File: src/rtl/muldiv_pkg.sv
// Shared types and constants for the RV32M multiply/divide sequencer.
package muldiv_pkg;

    localparam int unsigned XLEN = 32;
    localparam int unsigned CntW = $clog2(XLEN);

    typedef enum logic [1:0] {
        StIdle,
        StBusy,
        StDone
    } muldiv_state_e;

    // func3 encodings of the M-extension ops
    localparam logic [2:0] MUL_F3    = 3'b000;
    localparam logic [2:0] MULH_F3   = 3'b001;
    localparam logic [2:0] MULHSU_F3 = 3'b010;
    localparam logic [2:0] MULHU_F3  = 3'b011;
    localparam logic [2:0] DIV_F3    = 3'b100;
    localparam logic [2:0] DIVU_F3   = 3'b101;
    localparam logic [2:0] REM_F3    = 3'b110;
    localparam logic [2:0] REMU_F3   = 3'b111;

    // Quotient returned on divide by zero
    localparam logic [XLEN-1:0] DIV_ZERO_Q          = '1;
    // Most negative dividend; with a divisor of -1 the signed quotient overflows
    localparam logic [XLEN-1:0] SIGNED_OVF_DIVIDEND = {1'b1, {(XLEN-1){1'b0}}};
    localparam logic [XLEN-1:0] SIGNED_OVF_DIVISOR  = '1;

    function automatic logic op_a_signed(logic [2:0] f3);
        return f3 inside {MULH_F3, MULHSU_F3, DIV_F3, REM_F3};
    endfunction

    function automatic logic op_b_signed(logic [2:0] f3);
        return f3 inside {MULH_F3, DIV_F3, REM_F3};
    endfunction

endpackage

File: src/rtl/muldiv_seq_if.sv
// Request/response bundle between the execute stage and the mul/div sequencer.
interface muldiv_seq_if;
    import muldiv_pkg::*;

    logic            start_i;
    logic [2:0]      func3_i;
    logic [XLEN-1:0] op_a_i;
    logic [XLEN-1:0] op_b_i;
    logic            flush_i;
    logic            busy_o;
    logic            done_o;
    logic [XLEN-1:0] result_o;

    // Execute-stage side: issues requests, observes stall and result
    modport master (
        output start_i, func3_i, op_a_i, op_b_i, flush_i,
        input  busy_o, done_o, result_o
    );

    // Sequencer side
    modport slave (
        input  start_i, func3_i, op_a_i, op_b_i, flush_i,
        output busy_o, done_o, result_o
    );

endinterface

File: src/rtl/muldiv_datapath.sv
// Radix-2 multiply/divide datapath: shared 2*XLEN+1 accumulator, operand
// conditioning at load, one shift/add or shift/subtract per step, and sign
// and special-case correction on finish.
module muldiv_datapath
    import muldiv_pkg::*;
(
    input  logic            clk_i,
    input  logic            rst_i,
    input  logic            load_i,
    input  logic            step_i,
    input  logic            finish_i,
    input  logic [2:0]      func3_i,
    input  logic [XLEN-1:0] op_a_i,
    input  logic [XLEN-1:0] op_b_i,
    output logic [XLEN-1:0] result_o
);

    localparam int unsigned AccW = 2 * XLEN + 1;

    logic [AccW-1:0] acc_q, acc_d;
    logic [XLEN-1:0] mag_b_q;
    logic [XLEN-1:0] op_a_q;
    logic [2:0]      func3_q;
    logic            neg_res_q;
    logic            neg_rem_q;
    logic            b_zero_q;
    logic            ovf_q;
    logic [XLEN-1:0] result_q, result_d;

    logic            sign_a, sign_b;
    logic [XLEN-1:0] mag_a, mag_b;
    logic            ovf;

    // Operand conditioning: sign flags and magnitudes of the incoming request
    always_comb begin
        sign_a = op_a_i[XLEN-1] & op_a_signed(func3_i);
        sign_b = op_b_i[XLEN-1] & op_b_signed(func3_i);
        mag_a  = sign_a ? -op_a_i : op_a_i;
        mag_b  = sign_b ? -op_b_i : op_b_i;
        ovf    = ((func3_i == DIV_F3) || (func3_i == REM_F3)) &&
                 (op_a_i == SIGNED_OVF_DIVIDEND) && (op_b_i == SIGNED_OVF_DIVISOR);
    end

    logic [XLEN:0]   mul_sum;
    logic [XLEN+1:0] div_diff;

    // One iteration: multiply shifts right after a conditional add, divide
    // shifts left and keeps the trial subtract unless it borrowed
    always_comb begin
        mul_sum  = acc_q[AccW-1:XLEN] + {1'b0, (acc_q[0] ? mag_b_q : {XLEN{1'b0}})};
        // acc_q[AccW-1:XLEN-1] is the left-shifted partial remainder, guard bit included
        div_diff = acc_q[AccW-1:XLEN-1] - {2'b00, mag_b_q};
        if (func3_q[2]) begin
            if (div_diff[XLEN+1]) begin
                acc_d = {acc_q[AccW-2:0], 1'b0};
            end else begin
                acc_d = {div_diff[XLEN:0], acc_q[XLEN-2:0], 1'b1};
            end
        end else begin
            acc_d = {1'b0, mul_sum, acc_q[XLEN-1:1]};
        end
    end

    logic [2*XLEN-1:0] prod, prod_fix;
    logic [XLEN-1:0]   quo_fix, rem_fix;

    // Final result selection with sign correction and special cases
    always_comb begin
        prod     = acc_q[2*XLEN-1:0];
        prod_fix = neg_res_q ? -prod : prod;
        quo_fix  = neg_res_q ? -acc_q[XLEN-1:0] : acc_q[XLEN-1:0];
        rem_fix  = neg_rem_q ? -acc_q[2*XLEN-1:XLEN] : acc_q[2*XLEN-1:XLEN];
        result_d = result_q;
        case (func3_q)
            MUL_F3: begin
                result_d = prod_fix[XLEN-1:0];
            end
            MULH_F3, MULHSU_F3, MULHU_F3: begin
                result_d = prod_fix[2*XLEN-1:XLEN];
            end
            DIV_F3, DIVU_F3: begin
                if (b_zero_q) begin
                    result_d = DIV_ZERO_Q;
                end else if (ovf_q) begin
                    result_d = SIGNED_OVF_DIVIDEND;
                end else begin
                    result_d = quo_fix;
                end
            end
            default: begin
                if (b_zero_q) begin
                    result_d = op_a_q;
                end else if (ovf_q) begin
                    result_d = '0;
                end else begin
                    result_d = rem_fix;
                end
            end
        endcase
    end

    // Operand latch and accumulator update
    always_ff @(posedge clk_i) begin
        if (rst_i) begin
            acc_q     <= '0;
            mag_b_q   <= '0;
            op_a_q    <= '0;
            func3_q   <= MUL_F3;
            neg_res_q <= 1'b0;
            neg_rem_q <= 1'b0;
            b_zero_q  <= 1'b0;
            ovf_q     <= 1'b0;
        end else if (load_i) begin
            // Both multiply and divide start with |op_a| in the low half
            acc_q     <= {{(XLEN+1){1'b0}}, mag_a};
            mag_b_q   <= mag_b;
            op_a_q    <= op_a_i;
            func3_q   <= func3_i;
            neg_res_q <= sign_a ^ sign_b;
            neg_rem_q <= sign_a;
            b_zero_q  <= (op_b_i == '0);
            ovf_q     <= ovf;
        end else if (step_i) begin
            acc_q     <= acc_d;
        end
    end

    // Result register, only written on the finishing edge so flush keeps it
    always_ff @(posedge clk_i) begin
        if (rst_i) begin
            result_q <= '0;
        end else if (finish_i) begin
            result_q <= result_d;
        end
    end

    assign result_o = result_q;

endmodule

File: src/rtl/muldiv_seq.sv
// Iterative RV32M multiply/divide sequencer: IDLE/BUSY/DONE control around
// muldiv_datapath, fixed XLEN+1 cycle latency, flush aborts without done.
module muldiv_seq
    import muldiv_pkg::*;
(
    input logic         clk_i,
    input logic         rst_i,
    muldiv_seq_if.slave bus
);

    muldiv_state_e   state_q, state_d;
    logic [CntW-1:0] cnt_q;
    logic            last_q;
    logic            load, step, finish;
    logic            busy, done;

    // State register
    always_ff @(posedge clk_i) begin
        if (rst_i) begin
            state_q <= StIdle;
        end else begin
            state_q <= state_d;
        end
    end

    // Iteration counter; last_q marks that all XLEN steps are done and the
    // next BUSY cycle is the correction/finish cycle
    always_ff @(posedge clk_i) begin
        if (rst_i) begin
            cnt_q  <= '0;
            last_q <= 1'b0;
        end else if (load) begin
            cnt_q  <= CntW'(XLEN - 1);
            last_q <= 1'b0;
        end else if (step) begin
            if (cnt_q == '0) begin
                last_q <= 1'b1;
            end else begin
                cnt_q <= cnt_q - 1'b1;
            end
        end
    end

    // Next-state logic; flush wins over everything
    always_comb begin
        state_d = state_q;
        if (bus.flush_i) begin
            state_d = StIdle;
        end else begin
            unique case (state_q)
                StIdle:  if (bus.start_i) state_d = StBusy;
                StBusy:  if (last_q) state_d = StDone;
                StDone:  state_d = StIdle;
                default: state_d = StIdle;
            endcase
        end
    end

    // Datapath strobes and status outputs
    always_comb begin
        load   = 1'b0;
        step   = 1'b0;
        finish = 1'b0;
        busy   = (state_q != StIdle);
        done   = (state_q == StDone);
        if (!bus.flush_i) begin
            load   = (state_q == StIdle) && bus.start_i;
            step   = (state_q == StBusy) && !last_q;
            finish = (state_q == StBusy) && last_q;
        end
    end

    muldiv_datapath u_datapath (
        .clk_i    (clk_i),
        .rst_i    (rst_i),
        .load_i   (load),
        .step_i   (step),
        .finish_i (finish),
        .func3_i  (bus.func3_i),
        .op_a_i   (bus.op_a_i),
        .op_b_i   (bus.op_b_i),
        .result_o (bus.result_o)
    );

    assign bus.busy_o = busy;
    assign bus.done_o = done;

endmodule

File: src/flat_wrapper.sv
// flat-port wrapper written by rule: the top's interface ports become plain ports
module muldiv_seq_flat import muldiv_pkg::*;
  (clk_i, rst_i, bus_start_i, bus_func3_i, bus_op_a_i, bus_op_b_i, bus_flush_i, bus_busy_o, bus_done_o, bus_result_o);
  muldiv_seq_if bus_i ();
  input logic clk_i;
  input logic rst_i;
  input wire logic [$bits(bus_i.start_i)-1:0] bus_start_i;
  input wire logic [$bits(bus_i.func3_i)-1:0] bus_func3_i;
  input wire logic [$bits(bus_i.op_a_i)-1:0] bus_op_a_i;
  input wire logic [$bits(bus_i.op_b_i)-1:0] bus_op_b_i;
  input wire logic [$bits(bus_i.flush_i)-1:0] bus_flush_i;
  output wire logic [$bits(bus_i.busy_o)-1:0] bus_busy_o;
  output wire logic [$bits(bus_i.done_o)-1:0] bus_done_o;
  output wire logic [$bits(bus_i.result_o)-1:0] bus_result_o;
  assign bus_i.start_i = bus_start_i;
  assign bus_i.func3_i = bus_func3_i;
  assign bus_i.op_a_i = bus_op_a_i;
  assign bus_i.op_b_i = bus_op_b_i;
  assign bus_i.flush_i = bus_flush_i;
  assign bus_busy_o = bus_i.busy_o;
  assign bus_done_o = bus_i.done_o;
  assign bus_result_o = bus_i.result_o;
  muldiv_seq u_core (.clk_i(clk_i), .rst_i(rst_i), .bus(bus_i));
endmodule
File: config.mk
export PLATFORM = sky130hd
export DESIGN_NAME = muldiv_seq_flat
export DESIGN_NICKNAME = d
export VERILOG_FILES = /design/src/rtl/muldiv_pkg.sv /design/src/rtl/muldiv_seq_if.sv /design/src/rtl/muldiv_datapath.sv /design/src/rtl/muldiv_seq.sv /design/src/flat_wrapper.sv
export SDC_FILE = /design/constraint.sdc
export NUM_CORES = 1
export LEC_CHECK = 0
export CAP_MARGIN = 20
export CORE_ASPECT_RATIO = 1.25
export CORE_MARGIN = 10
export CORE_UTILIZATION = 50
export CTS_BUF_LIST = sky130_fd_sc_hd__clkbuf_16
export CTS_CLUSTER_DIAMETER = 200
export CTS_CLUSTER_SIZE = 16
export DETAILED_ROUTE_END_ITERATION = 6
export GPL_TIMING_DRIVEN = 0
export PLACE_DENSITY_LB_ADDON = 0.1
export SLEW_MARGIN = 20
export SYNTH_ARGS = -nofsm -noshare
export SYNTH_HDL_FRONTEND = slang
export SYNTH_HIERARCHICAL = 1
export SYNTH_SLANG_ARGS = --single-unit
File: constraint.sdc
create_clock -name clk_i -period 5.3 [get_ports clk_i]
set_input_delay 1.06 -clock clk_i [delete_from_list [all_inputs] [get_ports clk_i]]
set_output_delay 1.06 -clock clk_i [all_outputs]
set_load 0.01 [all_outputs]
### Word-level counts from Yosys, hierarchy flattened

Cells that the tools add are included.

* add/subtract/negate cells: 8
* equal/unequal tests: 16
* muxes and demuxes: 24
* bitwise logic cells: 3
* reductions and logical operators: 22

Operators with widths (count)
* 32-bit two-way mux: 11
* 65-bit two-way mux: 2
* 32-bit negation: 4
* 32-bit case mux with 3 select lines: 1
* 32-bit equality test, second input constant: 2
* 64-bit two-way mux: 1
* 64-bit negation: 1
* 34-bit by 32-bit subtractor with 34-bit output: 1
* 33-bit by 32-bit adder with 33-bit output: 1
* 32-bit logical NOT: 1
* 5-bit two-way mux: 3
* 3-bit equality test, second input constant: 4
* 3-bit by 2-bit equality test with 1-bit output, second input constant: 3
* 3-bit by 1-bit equality test with 1-bit output, second input constant: 2
* 2-bit AND reduction: 3
* 2-bit OR reduction: 3
* 1-bit logical AND: 5
* 5-bit logical NOT: 1
* 5-bit by 1-bit subtractor with 5-bit output, second input constant: 1
* 2-bit two-way mux: 2
* 2-bit by 1-bit != test with 1-bit output, second input constant: 2
* 2-bit case mux with 2 select lines: 1
* 2-bit nonzero test: 2
* 4-bit nonzero test: 1
* 12 further kinds: 15

* register bits: 176
* word-level logic and storage cells: 86

### Depth between registers and ports, before layout

Gate-level depths: netlist of run 1.

* depth in word-level cells: 5
* mapped depth: 14

### By module

Netlist of run 1, hierarchy kept.

By module, submodules not included
* muldiv_datapath: times used 1, cells each 1998, area each 15000.6 sq um
* muldiv_seq: times used 1, cells each 42, area each 376.6 sq um

### Worst setup path before layout of run 1

No wires, ideal clock.

* kind: in2reg
* start: in bus_op_a_i[10]
* end: reg u_core.u_datapath.acc_q[30]
* library setup time: 86 ps
* arrival: 3301 ps
* data required time: 5214 ps
* slack: 1914 ps
* stages on the path: 8
* buffers on the path: 0
* cells stage by stage: or4_1 -> or2_2 -> or4_1 -> nor3_1 -> nand2_1 -> o41ai_1 -> xor2_1 -> a211oi_1

* word-level cells in the longest chain between the ends: 3

RTL lines
* start: declaration: line flat_wrapper.sv:9 `input wire logic [$bits(bus_i.op_a_i)-1:0] bus_op_a_i;`
* 32-bit negation: line muldiv_datapath.sv:38 `mag_a = sign_a ? -op_a_i : op_a_i;`
* 32-bit two-way mux: line muldiv_datapath.sv:38
* 32-bit two-way mux: line muldiv_datapath.sv:113 `end else if (load_i) begin`
* end signal: assignment: line muldiv_datapath.sv:115 `acc_q <= {{(XLEN+1){1'b0}}, mag_a};`
* end: declaration: line muldiv_datapath.sv:20 `logic [AccW-1:0] acc_q, acc_d;`

Every way passes these cells.
A chain may end at the register's enable or synchronous reset.

### Final worst setup path of run 1

* start: reg u_core.u_datapath.acc_q[0]
* end: reg u_core.u_datapath.acc_q[62]

* word-level cells in the longest chain between the ends: 3

RTL lines
* 32-bit two-way mux: line muldiv_datapath.sv:50 `mul_sum = acc_q[AccW-1:XLEN] + {1'b0, (acc_q[0] ? mag_b_q : {XLEN{1'b0}})};`
* 33-bit by 32-bit adder with 33-bit output: line muldiv_datapath.sv:50
* 65-bit two-way mux: line muldiv_datapath.sv:53 `if (func3_q[2]) begin`

Every way passes these cells.

==> metrics.yaml, run 1 <==
floorplan:
  initial_core_util_pct: 50.9
  die_w_um: 177
  rows: 71
  ioPinCount: 105
  die_height_um: 216
  dieArea_um2: 38200
  coreArea_um2: 30200
detailed_routing:
  drt-met1-wl_mm: 24.6
  vias: 16900
  top_layer_used: "met4"
  drc: 0
  drtIter0Drc: 1820
  wl_met3_mm: 4.72
  routedWlPerCell_um: 25.5
  vias_per_cell: 6.56
  firstDrtPassIters: 5
  wl_met2_mm: 30.4
  drt_wl_total_mm: 65.8
  ant_nets: 0
clocking:
  cts_resized: 0
  cts_buffer_depth: 2
  clock_sinks: 176
  postCtsHoldBufs: 0
  cts_made_buffers: 17
  cts_setup_buffers: 0
  htree_num_levels: 4
  path_clk_slew_ns: 0.07
  tritoncts: "yes"
  root_buffer: "clkbuf_16"
  insertion_delay_ns: 0.46
synth:
  syn-cell-area_um2: 15400
  yosysTopAreaCellShare_pct: 22.9
  avgSynthCellArea_um2: 7.54
  synth_cells: 2040
  ys_ff_latch: 176
  synth_area_leaders: "dfxtp_1 23%, nor2_1 5.9%, ha_1 5.7%"
  ys.flop_type: "dfxtp_1"
  synth_top_area_cell: "dfxtp_1"
  synth_warnings: 6
  async_flop_share_pct: 0
  yosysSeqAreaShare_pct: 22.9
  synth_nets: 2183
  synth_edf_count: 0
  synth.distinct_cells: 87
timing:
  worst_pin_slew_ns: 1.11
  finalClockSkew_ns: 0.0173
  fin_hold_ws_ns: 0.461
  period_needed_ns: 4.31
  rsz0062_at_grt: "no"
  relSlewSlack_pct: 26.2
  tns_ns: 0
  finalSetupViolCount: 0
  period_share_pct: 81.3
  slew_viol_final: 0
  max_freq_mhz: 232
  hold_violations: 0
grt:
  grt_max_degree: 18
  grt_pass1_wl_mm: 97.6
  gr-total-overflow: 0
  track_usage_pct: 33.1
  antenna_found_initial: 0
  first_global_vias: 16100
cells_and_area:
  num-nets-final: 2306
  area_growth_pct: 13.9
  fillerInstances: 2918
  regArea_um2: 3520
  design_area_um2: 17500
  drive_gt1_share_pct: 3.86
  multiInputGateArea_um2: 10900
place:
  globalplace.congestion: 1.02
  postPlaceCellArea_um2: 16900
  portBuffers: 104
  dp_hpwl_mm: 51.7
worst_hold_path:
  min_to: "u_core/u_datapath/result_o[6]$_SDFFE_PP0P_"
  worstHoldStart: "u_core/u_datapath/result_o[6]$_SDFFE_PP0P_"
  hold_class: "flop to flop"
  whs_path_depth: 1
pwr:
  power_leakage_nw: 6.48
  power_per_cell_area_nw_per_um2: 226
  ir_worst_vdd_uv: 154
critical_path:
  worst_r2r_endpoint: "u_core/u_datapath/acc_q[62]$_SDFFE_PP0P_"
  critPathMaxFanout: 10
  critical_path_arrival_ns: 4.63
  path_class: "flop to flop"
  crit_required_ns: 5.62
  crit_path_end_kind: "flop"
  reg2reg_from: "u_core/u_datapath/acc_q[0]$_SDFFE_PP0P_"
  startpoint_type: "flop"
  r2r_cells: 13
  reg2reg_slack_ns: 0.99
outcome:
  outcome: "complete, no violations"
job:
  cap_violations: 0
==> stage by stage <==
stage,setup slack (ns),cells,power (W),utilization (%)
2_1_floorplan,1.91,2040,0.00221,-
3_3_place_gp,0.776,2545,0.00261,56.0
3_5_place_dp,0.756,2545,0.00261,56.0
4_1_cts,1.08,2577,0.00393,58.0
5_1_grt,0.673,2577,0.00411,58.0
6_report,0.991,2578,0.00397,58.0
==> where the power goes <==
group	internal (W)	switching, W
registers	0.00138	0.0000702
clock network	0.000710	0.000624
logic	0.000419	0.000760
total	0.00251	0.00145
==> per-layer routing <==
metal | track usage, % | up-vias
met3 | 5.17 | 249
li1 | - | 7795
met5 | 0 | -
met1 | 37.5 | 7983
met2 | 53.4 | 890
met4 | 28.0 | 0
==> state kept, by name (all words and copies together), names as in the netlist <==
name / cells
u_core/cnt_q: 5
u_core/last_q: 1
u_core/state_q: 2
u_core/u_datapath/acc_q: 65
u_core/u_datapath/b_zero_q: 1
u_core/u_datapath/func3_q: 3
u_core/u_datapath/mag_b_q: 32
u_core/u_datapath/neg_rem_q: 1
u_core/u_datapath/neg_res_q: 1
u_core/u_datapath/op_a_q: 32
u_core/u_datapath/ovf_q: 1
u_core/u_datapath/result_o: 32
==> worst max path at each step <==
stage                                            start                                        to  slack [ns]  cells past startpoint
2_1_floorplan                           bus_op_a_i[10]  u_core/u_datapath/acc_q[30]$_SDFFE_PP0P_        1.91                      8
3_3_place_gp                             bus_op_a_i[2]  u_core/u_datapath/acc_q[30]$_SDFFE_PP0P_        0.78                      9
3_5_place_dp                             bus_op_a_i[2]  u_core/u_datapath/acc_q[30]$_SDFFE_PP0P_        0.76                      9
4_1_cts        u_core/u_datapath/acc_q[0]$_SDFFE_PP0P_  u_core/u_datapath/acc_q[62]$_SDFFE_PP0P_        1.08                     13
5_1_grt        u_core/u_datapath/acc_q[0]$_SDFFE_PP0P_  u_core/u_datapath/acc_q[62]$_SDFFE_PP0P_        0.67                     13
6_report       u_core/u_datapath/acc_q[0]$_SDFFE_PP0P_  u_core/u_datapath/acc_q[62]$_SDFFE_PP0P_        0.99                     13
==> kinds of logic after synthesis <==
| family | share of synthesized area (%) |
|---|---|
| AO/OA/AOI/OAI | 29.7 |
| AND/OR/NAND/NOR | 20.1 |
| buffers and inverters | 6.05 |
| XOR/XNOR | 10.5 |
| flip-flops | 22.9 |
| multiplexers | 4.82 |
| adder cells (fa/ha/maj) | 5.96 |
==> Yosys cell counts (69+ instances only) <==
library cell / instances
xor2_1: 89
ha_1: 70
nor2_1: 242
a211oi_1: 94
o21ai_0: 165
xnor2_1: 95
clkbuf_1: 119
inv_1: 69
a21oi_1: 112
mux2i_1: 74
dfxtp_1: 176
nand2_1: 143
==> cells in the final DEF (no fill, tap or decap), drive strengths merged, types with 14 or more instances in the layout <==
cell type and instances:
a211oi 95, a21o 29, a21oi 112, a221oi 37, a311oi 14, a31oi 25, and2 16, buf 31
clkbuf 138, clkdlybuf4s50 104, dfxtp 176, ha 70, inv 77, mux2i 74, nand2 143, nand2b 23
nand3 28, nand4 22, nor2 242, nor3 40, nor4 39, o21ai 175, o221ai 17, o31ai 39
o41ai 17, or3 27, xnor2 95, xor2 89
==> final cells by class <==
type                            instances  area share (%)
Clock buffer                           17            2.43
Timing Repair Buffer                  104            5.94
Clock inverter                         15           0.993
Antenna cell                            1          0.0143
Multi-Input combinational cell       1640            62.3
Inverter                               71            1.52
Tap cell                              401            2.86
Sequential cell                       176            20.1
Buffer                                153            3.78
==> critical path, stage by stage (launching register included) <==
cell and delay, ns:
dfxtp_1 0.43, clkinv_1 0.30, clkbuf_1 0.34, nor2_1 0.17, ha_1 0.31, a21o_1 0.22, a21o_1 0.19, a2111oi_0 0.40
o21ai_0 0.15, a41oi_1 0.66, o21ai_0 0.35, a221oi_1 0.37, xor2_1 0.20, a21oi_1 0.08
Note: power is estimated with default switching activity, not from simulation.
==> run 2, diff against run 1 <==
==> constraint.sdc (replaced) <==
create_clock -name clk_i -period 3.5 [get_ports clk_i]
set_input_delay 0.7 -clock clk_i [delete_from_list [all_inputs] [get_ports clk_i]]
set_output_delay 0.7 -clock clk_i [all_outputs]
set_load 0.01 [all_outputs]
==> run 2 against run 1 <==
Net effect: the flow now finishes with violations (negative setup slack); clock skew up 0.00052 ns; setup slack worse by 1.1 ns; sequential cell count unchanged; clock power up 53%; global-route usage up 0.13 points; critical path type unchanged; largest cell class unchanged.
==> metrics.yaml, run 2 (synthesis results as in run 1) <==
pwr:
  p_sw_w: 0.00224
  p_clk_share_pct: 33.3
  power_leakage_nw: 6.65
  seqPwrFrac_pct: 36.2
  power_per_cell_area_nw_per_um2: 340
  ir_worst_vdd_uv: 240
  swShare_pct: 36.8
  p_int_w: 0.00384
  power.share.combinational_pct: 30.5
timing:
  finalSetupViolCount: 2
  worst_slack_ns: -0.0676
  max_freq_mhz: 280
  worst_pin_slew_ns: 1.03
  period_share_pct: 102
  relSlewSlack_pct: 30.8
  finalClockSkew_ns: 0.0178
  rsz0062_at_grt: "yes"
  hold_violations: 0
  period_needed_ns: 3.57
  slew_viol_final: 0
detailed_routing:
  drt_wl_total_mm: 66.3
  routedWlPerCell_um: 25.6
  firstDrtPassIters: 5
  vias: 17100
  ant_nets: 0
  drc: 0
  drtIter0Drc: 1980
  vias_per_cell: 6.60
floorplan:
  initial_core_util_pct: 50.9
  dieArea_um2: 38200
  rows: 71
  coreArea_um2: 30200
  ioPinCount: 105
  die_height_um: 216
  die_w_um: 177
cells_and_area:
  diodes: 0
  fin_cells: 2587
  drive_gt1_share_pct: 7.18
  largest_reg_flops: 65
  largest_register: "u_core/u_datapath/acc_q"
  num-nets-final: 2316
  final_core_util_pct: 59.3
  area_growth_pct: 16.4
  layout_common_cells: "242 x nor2_1, 169 x dfxtp_1, 162 x o21ai_0"
  final_common_cell: "nor2_1"
critical_path:
  r2r_cells: 12
  crit_path_end_kind: "flop"
  crit_path_cell_trace: "inv_1 > ha_1 > a211o_1 > a21o_1 > o21ai_0 > nand2b_1 > a2111o_1 > and3_1 > clkbuf_2 > o21ai_2 > o221ai_1 > a311oi_1"
  reg2reg_slack_ns: -0.07
  slowest_delay_ns: 0.49
  critPathMaxFanout: 10
  reg2reg_from: "u_core/u_datapath/mag_b_q[6]$_SDFFE_PP0P_"
  crit_required_ns: 3.85
  critical_path_arrival_ns: 3.92
  path_class: "flop to flop"
  startpoint_type: "flop"
  worst_r2r_endpoint: "u_core/u_datapath/acc_q[60]$_SDFFE_PP0P_"
  critPathSlowestCell: "a2111o_1"
grt:
  track_usage_pct: 33.2
  grt_max_degree: 18
  first_global_vias: 16200
  grt_pass1_wl_mm: 98.0
  gr-total-overflow: 0
  antenna_found_initial: 0
worst_hold_path:
  min_to: "u_core/u_datapath/result_o[6]$_SDFFE_PP0P_"
  hold_class: "flop to flop"
  worstHoldStart: "u_core/u_datapath/result_o[6]$_SDFFE_PP0P_"
  whs_path_depth: 1
place:
  dp_slack_ns: -0.699
  globalplace.congestion: 1.02
  dp.cells: 2545
  dp_hpwl_mm: 51.7
  portBuffers: 104
clocking:
  path_clk_slew_ns: 0.07
  htree_num_levels: 4
  clock_sinks: 176
  cts_made_buffers: 17
  cts_buffer_depth: 2
  postCtsHoldBufs: 0
  insertion_delay_ns: 0.46
  tritoncts: "yes"
  root_buffer: "clkbuf_16"
outcome:
  failed_checks: "negative setup slack"
  outcome: "finished, violations left"
job:
  cap_violations: 0
run 2: cell types whose count changed in the layout (fill, tap and decap cells not counted), sizes merged:
cell | previous run | this run
clkdlybuf4s50 | 104 | 103
dlymetal6s2s | 0 | 1
clkbuf | 138 | 137
diode | 1 | 0
buf | 31 | 42
run 2: layout make-up:
class | count | area [um^2]
Multi-Input combinational cell | 1640 | 11200
Clock buffer | 17 | 425
Inverter | 71 | 272
Fill cell | 2894 | 12300
Clock inverter | 15 | 174
Timing Repair Buffer | 115 | 1130
Tap cell | 401 | 502
Buffer | 152 | 688
Sequential cell | 176 | 3530
run 2: per-stage QoR:
stage | TNS, ns | total power [W] | hold WS [ns] | area [um^2]
6_report | -0.0683 | 0.00608 | 0.463 | 17900
5_1_grt | -0.167 | 0.00629 | 0.500 | 17900
4_1_cts | 0 | 0.00598 | 0.464 | 17700
3_5_place_dp | -30.13 | 0.00396 | 0.447 | 16900
3_3_place_gp | -26.93 | 0.00395 | 0.442 | 16900
2_1_floorplan | 0 | 0.00335 | 0.446 | 15400
run 2: per-layer routing:
layer / wire [um] / global-route usage [%] / up-vias
li1: - / - / 7813
met1: 24400 / 37.7 / 8049
met2: 30400 / 53.7 / 955
met3: 5050 / 5.24 / 270
met4: 6360 / 27.9 / 0
met5: 0 / 0 / -
run 2: repair_timing:
action,in CTS,in global routing
buffers inserted,4,7
endpoints found under the setup margin,51,85
resized for setup,34,62
pin swaps,3,7
run 2: power groups by stage:
stage	Clock [W]	Sequential [W]	Combinational, W
after floorplan	0	0.00220	0.00115
after global placement	0	0.00224	0.00171
after detailed placement	0	0.00224	0.00172
after CTS	0.00203	0.00219	0.00176
after global routing	0.00211	0.00221	0.00197
final	0.00203	0.00220	0.00186
run 2: worst max-delay path, delay by kind of cell, from the launching register on:
family                   cells  cell delay (ns)
adder cells (fa/ha/maj)      1             0.34
AND/OR/NAND/NOR              2             0.43
flip-flops                   1             0.31
buffers and inverters        2             0.46
AO/OA/AOI/OAI                7             1.91
run 2: worst max-delay path by stage:
stage,from,to,depth (start not counted)
floorplan,u_core/u_datapath/acc_q[0]$_SDFFE_PP0P_,u_core/u_datapath/acc_q[62]$_SDFFE_PP0P_,13
global placement,u_core/u_datapath/acc_q[0]$_SDFFE_PP0P_,u_core/u_datapath/acc_q[62]$_SDFFE_PP0P_,13
detailed placement,u_core/u_datapath/acc_q[0]$_SDFFE_PP0P_,u_core/u_datapath/acc_q[62]$_SDFFE_PP0P_,13
CTS,bus_op_a_i[10],u_core/u_datapath/acc_q[30]$_SDFFE_PP0P_,9
global route,u_core/u_datapath/mag_b_q[6]$_SDFFE_PP0P_,u_core/u_datapath/acc_q[62]$_SDFFE_PP0P_,12
finish,u_core/u_datapath/mag_b_q[6]$_SDFFE_PP0P_,u_core/u_datapath/acc_q[60]$_SDFFE_PP0P_,12
==> run 3, diff against run 2 <==
--- a/config.mk
+++ b/config.mk
@@ -14,7 +14,7 @@
 export CTS_CLUSTER_SIZE = 16
 export DETAILED_ROUTE_END_ITERATION = 6
 export GPL_TIMING_DRIVEN = 0
-export PLACE_DENSITY_LB_ADDON = 0.1
+export PLACE_DENSITY_LB_ADDON = 0.08
 export SLEW_MARGIN = 20
 export SYNTH_ARGS = -nofsm -noshare
 export SYNTH_HDL_FRONTEND = slang
==> run 3 against run 2 <==
Net effect: the flow finishes with violations (design-rule violations, negative setup slack); combinational power is essentially flat; wire length grew 0.21%; critical path depth shrank 4; critical path type unchanged; critical endpoint is now u_core/u_datapath/result_o[26]$_SDFFE_PP0P_; largest cell class unchanged; highest routed layer unchanged.
==> metrics.yaml, run 3 (synthesis results as in run 1) <==
cells_and_area:
  layout_common_cells: "241 x nor2_1, 171 x dfxtp_1, 160 x o21ai_0"
  diodes: 0
  area_growth_pct: 16.4
  fin_cells: 2586
  drive_gt1_share_pct: 7.37
  num-nets-final: 2315
  multiInputGateArea_um2: 11200
  final_common_cell: "nor2_1"
  fillerInstances: 2876
  largest_register: "u_core/u_datapath/acc_q"
  largest_reg_flops: 65
  regArea_um2: 3530
timing:
  period_share_pct: 103
  worst_slack_ns: -0.118
  hold_violations: 0
  finalSetupViolCount: 3
  period_needed_ns: 3.62
  slew_viol_final: 0
  rsz0062_at_grt: "yes"
  worst_pin_slew_ns: 1.02
  finalClockSkew_ns: 0.0139
  relSlewSlack_pct: 32.1
  max_freq_mhz: 276
floorplan:
  coreArea_um2: 30200
  ioPinCount: 105
  dieArea_um2: 38200
  rows: 71
  die_height_um: 216
  die_w_um: 177
  initial_core_util_pct: 50.9
clocking:
  insertion_delay_ns: 0.45
  path_clk_slew_ns: 0.08
  cts_made_buffers: 17
  root_buffer: "clkbuf_16"
  postCtsHoldBufs: 0
  clock_sinks: 176
  cts_buffer_depth: 2
  htree_num_levels: 4
  tritoncts: "yes"
critical_path:
  crit_required_ns: 3.81
  crit_path_end_kind: "flop"
  critPathSlowestCell: "or3_2"
  crit_path_cell_trace: "or3_1 > or3_2 > nor4_4 > nand4_1 > o41ai_2 > xnor2_1 > a221oi_1 > nor4_1"
  slowest_delay_ns: 0.57
  critical_path_arrival_ns: 3.93
  path_class: "flop to flop"
  startpoint_type: "flop"
  critPathMaxFanout: 7
pwr:
  finalPower_w: 0.00596
  power_leakage_nw: 6.66
  power_per_cell_area_nw_per_um2: 333
  ir_worst_vdd_uv: 205
grt:
  track_usage_pct: 33.3
  grt_util_met2_pct: 54.6
  use_met3_pct: 4.85
  first_global_vias: 16300
  grt.busiest_layer: "met2"
  antenna_found_initial: 0
  grt_max_degree: 19
  grt_pass1_wl_mm: 98.6
  gr-total-overflow: 0
  use_met1_pct: 38.5
detailed_routing:
  ant_nets: 0
  routedWlPerCell_um: 25.7
  vias: 17100
  drtIter0Drc: 1696
  drc: 3
  vias_per_cell: 6.63
  drt_wl_total_mm: 66.4
  firstDrtPassIters: 7
place:
  dp.cells: 2545
  portBuffers: 104
  dp_hpwl_mm: 51.7
  globalplace.congestion: 1.00
worst_hold_path:
  hold_class: "flop to flop"
outcome:
  failed_checks: "design-rule violations, negative setup slack"
  outcome: "finished, violations left"
job:
  cap_violations: 0
run 3: power breakdown:
group          internal (W)  total [W]  switching [W]
clock network      0.000947    0.00192       0.000975
registers           0.00209    0.00220       0.000108
logic              0.000671    0.00184        0.00117
run 3: critical path: cells and delay by family, from the launching register on:
family | cells | cell delay (ns)
simple gates | 5 | 2.04
compound gates | 2 | 0.87
flops | 1 | 0.41
xor+xnor | 1 | 0.15
run 3: worst paths after layout:
kind | end | slack (ns) | cells past startpoint | startpoint
hold / removal | u_core/u_datapath/result_o[6]$_SDFFE_PP0P_ | 0.46 | 1 | u_core/u_datapath/result_o[6]$_SDFFE_PP0P_
setup / recovery | u_core/u_datapath/result_o[26]$_SDFFE_PP0P_ | -0.12 | 8 | u_core/u_datapath/acc_q[17]$_SDFFE_PP0P_
setup reg to reg | u_core/u_datapath/result_o[26]$_SDFFE_PP0P_ | -0.12 | 8 | u_core/u_datapath/acc_q[17]$_SDFFE_PP0P_
hold reg to reg | u_core/u_datapath/result_o[6]$_SDFFE_PP0P_ | 0.46 | 1 | u_core/u_datapath/result_o[6]$_SDFFE_PP0P_
run 3: stage by stage:
stage	TNS (ns)	setup slack (ns)	hold slack [ns]	utilization, %	cell area [um^2]
finish	-0.160	-0.118	0.460	59.3	17900
global placement	-26.23	-0.889	0.440	56.0	16900
global route	-0.514	-0.101	0.470	59.3	17900
CTS	0	0.000913	0.461	58.5	17700
detailed placement	-28.85	-0.894	0.444	56.0	16900
floorplan	0	0.402	0.446	-	15400
run 3: area by class of cell:
cell class	count	share of cell area [%]
repair buffers	116	6.35
inverters	71	1.50
multi-input cells	1640	62.6
flip-flops and latches	176	19.7
plain buffers	150	3.82
clock inverters	15	0.846
clock buffers	17	2.38
well taps	401	2.80
run 3: layer usage:
metal / part of all wire [%] / wire (um) / vias to the layer above
li1: - / - / 7806
met5: 0 / 0 / -
met4: 8.2 / 5430 / 0
met2: 47 / 31000 / 942
met3: 7.7 / 5120 / 232
met1: 37 / 24800 / 8154
run 3: timing repair:
item | in CTS | in global routing
endpoints found under the setup margin | 42 | 63
endpoints found under the hold margin | 0 | 0
buffers inserted | 3 | 9
resized for setup | 37 | 70
cloned | 0 | 0
pin swaps | 2 | 10
